`src/rtl/buffer_pkg.sv`:
```
// Shared width constants for the 512-to-64 width-converting buffer.
package buffer_pkg;
    localparam int unsigned IN_W  = 512;
    localparam int unsigned OUT_W = 64;
    localparam int unsigned RATIO = IN_W / OUT_W;
    localparam int unsigned IDX_W = $clog2(RATIO);
endpackage

```
`src/rtl/buffer_mem.sv`:
```
// Entry storage: one synchronous write port, one asynchronous read port, no reset.
module buffer_mem #(
    parameter int unsigned DEPTH  = 4,
    parameter int unsigned WIDTH  = 512,
    parameter int unsigned ADDR_W = $clog2(DEPTH)
) (
    input  logic              clk,
    input  logic              we,
    input  logic [ADDR_W-1:0] waddr,
    input  logic [WIDTH-1:0]  wdata,
    input  logic [ADDR_W-1:0] raddr,
    output logic [WIDTH-1:0]  rdata
);

    logic [WIDTH-1:0] mem [DEPTH];

    always_ff @(posedge clk) begin
        if (we) begin
            mem[waddr] <= wdata;
        end
    end

    assign rdata = mem[raddr];

endmodule

```
`src/rtl/buffer_512_to_64.sv`:
```
// Width-converting FWFT FIFO: 512-bit entries in, eight 64-bit words out, LS word first.
module buffer_512_to_64
    import buffer_pkg::*;
#(
    parameter int unsigned DEPTH = 4,
    parameter int unsigned IN_W  = 512,
    parameter int unsigned OUT_W = 64
) (
    input  logic             clk,
    input  logic             rst,
    input  logic             clr,
    input  logic [IN_W-1:0]  data_in,
    input  logic             wr_enable,
    output logic [OUT_W-1:0] data_out,
    input  logic             rd_enable,
    output logic             full,
    output logic             empty,
    output logic             full_n
);

    localparam int unsigned PTR_W = $clog2(DEPTH);
    localparam int unsigned CNT_W = $clog2(DEPTH + 1);

    logic [PTR_W-1:0] wr_ptr;
    logic [PTR_W-1:0] rd_ptr;
    logic [IDX_W-1:0] idx;
    logic [CNT_W-1:0] count;
    logic [IN_W-1:0]  head_entry;
    logic             do_wr;
    logic             do_rd;
    logic             entry_done;
    logic             mem_we;

    assign empty  = (count == '0);
    assign full   = (count == CNT_W'(DEPTH));
    assign full_n = ~full;

    // Flags come from the pre-edge count, so a read freeing an entry cannot admit a same-cycle write.
    assign do_wr      = wr_enable & ~full;
    assign do_rd      = rd_enable & ~empty;
    assign entry_done = do_rd & (idx == IDX_W'(RATIO - 1));
    assign mem_we     = do_wr & ~rst & ~clr;

    buffer_mem #(
        .DEPTH (DEPTH),
        .WIDTH (IN_W)
    ) u_mem (
        .clk   (clk),
        .we    (mem_we),
        .waddr (wr_ptr),
        .wdata (data_in),
        .raddr (rd_ptr),
        .rdata (head_entry)
    );

    always_ff @(posedge clk) begin
        if (rst || clr) begin
            wr_ptr <= '0;
            rd_ptr <= '0;
            idx    <= '0;
            count  <= '0;
        end else begin
            if (do_wr) begin
                wr_ptr <= wr_ptr + 1'b1;
            end
            // idx is exactly IDX_W bits wide, so it wraps to 0 after the last word by itself.
            if (do_rd) begin
                idx <= idx + 1'b1;
            end
            if (entry_done) begin
                rd_ptr <= rd_ptr + 1'b1;
            end
            case ({do_wr, entry_done})
                2'b10:   count <= count + 1'b1;
                2'b01:   count <= count - 1'b1;
                default: count <= count;
            endcase
        end
    end

    always_comb begin
        data_out = '0;
        if (!empty) begin
            data_out = head_entry[idx*OUT_W +: OUT_W];
        end
    end

endmodule

```
`config.mk`:
```
export PLATFORM = sky130hd
export DESIGN_NAME = buffer_512_to_64
export DESIGN_NICKNAME = d
export VERILOG_FILES = /design/src/rtl/buffer_pkg.sv /design/src/rtl/buffer_mem.sv /design/src/rtl/buffer_512_to_64.sv
export SDC_FILE = /design/constraint.sdc
export NUM_CORES = 2
export LEC_CHECK = 0
export ABC_AREA = 1
export CAP_MARGIN = 20
export CELL_PAD_IN_SITES_DETAIL_PLACEMENT = 1
export CELL_PAD_IN_SITES_GLOBAL_PLACEMENT = 1
export CORE_MARGIN = 5
export CORE_UTILIZATION = 40
export DETAILED_ROUTE_END_ITERATION = 10
export PLACE_DENSITY_LB_ADDON = 0.05
export SLEW_MARGIN = 30
export SYNTH_ARGS = -nofsm -noshare
export SYNTH_HDL_FRONTEND = slang
export SYNTH_SLANG_ARGS = --single-unit
```
`constraint.sdc`:
```
create_clock -name clk -period 36.3 [get_ports clk]
set_clock_uncertainty 0.1 [all_clocks]
set_input_delay 7.26 -clock clk [delete_from_list [all_inputs] [get_ports clk]]
set_output_delay 7.26 -clock clk [all_outputs]
set_load 0.01 [all_outputs]
```
==> run_results.csv <==
group,metric,value,unit
placement,place_area,90700,um2
die,die_w,465,um
global_route,top_usage_layer,"met2",
die,die_y,465,um
cells_and_area,fillCellCount,21400,
critical_path,worst_setup_path_end_kind,"primary output",
global_route,grtUsageMet1,0.336,
pwr,power.leakage,34.5,nW
flow_run,cap_viol_max_count,0,
drt,via_per_inst,5.35,
sta,finalSetupViolCount,0,
cts,cts_max_level,4,
cts,clock-sinks,2060,
critical_path,critPathSlowestCell,"buf_4",
placement,gp_congestion,0.768,
yosys,synth.yosys.seq_area_share,0.745,
critical_path,path_buf_inv,6,
global_route,use_met2,0.418,
die,io_pins,584,
yosys,synth_nets,7492,
placement,io_buffer_count,583,
global_route,grt-ovfl-total,0,
sta,finalHoldViolations,0,
sta,finalSetupTns,0,ns
global_route,track_usage,0.252,
global_route,use_met3,0.0478,
cts,cts_buffers,223,
sta,max_freq,0.0716,GHz
cells_and_area,stdcell_area,97800,um2
critical_path,cp_data_required_time,28.94,ns
cts,cts_resized,0,
cts,clkTransAtPathRegs,0.06,ns
drt,vias,55400,
pwr,irDropWorstVdd,0.0000525,V
critical_path,cp.arrival,6.61,ns
critical_path,crit_type,"register to primary output",
sta,worst_slew_pin_slew,1.12,ns
cts,cts_root_buffer,"clkbuf_16",
status,status,"finished clean",
die,core_area,207000,um2
cts,cts_setup_buffers,0,
yosys,yosysWarnings,0,
sta,fin_crit_sh,0.385,
global_route,grt_max_degree,246,
drt,wirelength,280000,um
die,num_rows,167,
placement,place_inst,9888,
sta,drv_slew,0,
pwr,power-per-cell-area,51.2,nW/um2
yosys,ys_ff_latch,2060,
global_route,grt_first_pass_wirelength,400000,um
critical_path,critPathLaunchType,"register",
worst_hold_path,hp-class,"register to register",
cts,hold_buffers,0,
global_route,grt_pass1_vias,55900,
drt,drc,0,
placement,place_hpwl,171000,um
cells_and_area,finalNonFillerCells,10400,
critical_path,worstPathCellList,"inv_8 > buf_4 > buf_4 > buf_4 > buf_4 > nand3_1 > nand3_1 > nand2_1 > nand2_1 > nand2_1 > nor2_1 > nor2_1 > clkdlybuf4s50_1",
sta,rsz0062_at_grt,"no",
yosys,synth.distinct_cells,19,
cells_and_area,nNetsFinal,7937,
drt,final_antenna_net_count,0,
drt,firstDrtPassIters,5,
yosys,netlist_instances,6967,
sta,relSlewSlack,0.253,
cts,cts_tree,"done",
yosys,avgSynthCellArea,11.9,um2
die,initial_core_util,0.401,
cells_and_area,drive_gt1_frac,0.0522,
cts,clk_latency,0.86,ns
critical_path,path_delay_family,"buffers and inverters",
critical_path,slowest_delay,0.68,ns
critical_path,crit_top_cell,"buf_4",
drt,wire_per_inst,27.0,um
critical_path,crit_fanout,116,
cells_and_area,area_delta_synth_final,18.0,%
sta,finalCriticalPeriod,13.97,ns
cts,cts_buffer_depth,3,
drt,drtIter0Drc,3867,
die,die-area,216000,um2
global_route,antenna_found_initial,119,
yosys,syn_area,82900,um2
==> area by class of cell <==
class,instances,area (um2),share of cell area
inverter,20,124,0.00127
antenna,50,125,0.00128
clock inverter,152,1100,0.0113
sequential,2060,61800,0.631
multi-input combinational,4440,18800,0.193
timing repair buffer,667,6720,0.0687
clock buffer,267,5770,0.0590
tap,2704,3380,0.0346
==> metal layers <==
layer | part of all wire | wire length [um]
met1 | 0.43 | 121000
met2 | 0.49 | 136000
met3 | 0.049 | 13700
met4 | 0.031 | 8700
met5 | 0.00097 | 271
==> cells by family (layout without fill, tap and decap cells) <==
logic type,after synthesis,count (layout),synth area share
compound gates,31,31,0.00187
fa+ha+maj,8,8,0.00130
buf+inv,467,1106,0.0281
flops,2060,2060,0.745
other cells,0,50,0
simple gates,4401,4401,0.224
==> cells in the final DEF, fill, tap and decap left out, drive strengths merged <==
master         Yosys  routed
buf              358      84
inv               18      30
nand3           1614    1614
clkdlybuf4s50      0     583
ha                 7       7
fa                 1       1
bufinv             0      13
edfxtp          2048    2048
dfxtp             12      12
a21oi             20      20
clkinvlp           0       4
diode              0      50
nand2           2659    2659
nor2             127     127
clkbuf            89     267
o21ai             11      11
clkinv             2     125
nor3               1       1
==> cells in the mapped netlist (all sizes together) <==
cell | n | area [um2]
edfxtp | 2048 | 61500
clkinv | 2 | 7.51
inv | 18 | 70.1
nor3 | 1 | 5.00
a21oi | 20 | 100
buf | 358 | 1920
nand2 | 2659 | 9980
nor2 | 127 | 477
ha | 7 | 87.6
clkbuf | 89 | 334
nand3 | 1614 | 8080
fa | 1 | 20.0
o21ai | 11 | 55.1
dfxtp | 12 | 240
==> sequential cells by signal, summed over array words and instances (netlist names), named ones only <==
| signal | count |
|---|---|
| idx | 3 |
| count | 3 |
| u_mem.mem | 2048 |
| rd_ptr | 2 |
| wr_ptr | 2 |
==> power breakdown <==
| group | leakage [nW] | switching, mW | internal [mW] |
|---|---|---|---|
| Clock | 3.37 | 0.943 | 1.22 |
| Sequential | 18.6 | 0.00695 | 2.64 |
| Combinational | 12.5 | 0.119 | 0.0779 |
==> final timing paths <==
check / cells after the start / start / slack (ns) / to
setup reg to reg: 9 / count[2] / 31.53 / u_mem.mem[2][407]
setup / recovery: 13 / register / 22.33 / data_out[43]
hold / removal: 2 / rd_ptr[1] / 0.37 / register
hold reg to reg: 2 / rd_ptr[1] / 0.37 / register
==> metrics by stage <==
step / util / total power [mW] / setup slack (ns) / hold slack, ns
after floorplan: - / 2.78 / 6.10 / 0.336
after global placement: 0.439 / 2.90 / 23.09 / 0.347
after detailed placement: 0.439 / 2.90 / 23.09 / 0.358
after CTS: 0.472 / 5.07 / 22.14 / 0.369
after global routing: 0.473 / 5.18 / 22.07 / 0.403
final: 0.473 / 5.01 / 22.33 / 0.368
==> worst reg2reg max path: cells and delay by family (launching register included) <==
kind | cells | cell delay (ns)
flops | 1 | 0.30
buf+inv | 6 | 3.37
simple gates | 3 | 0.58
Power figures use the tool's default switching activity.
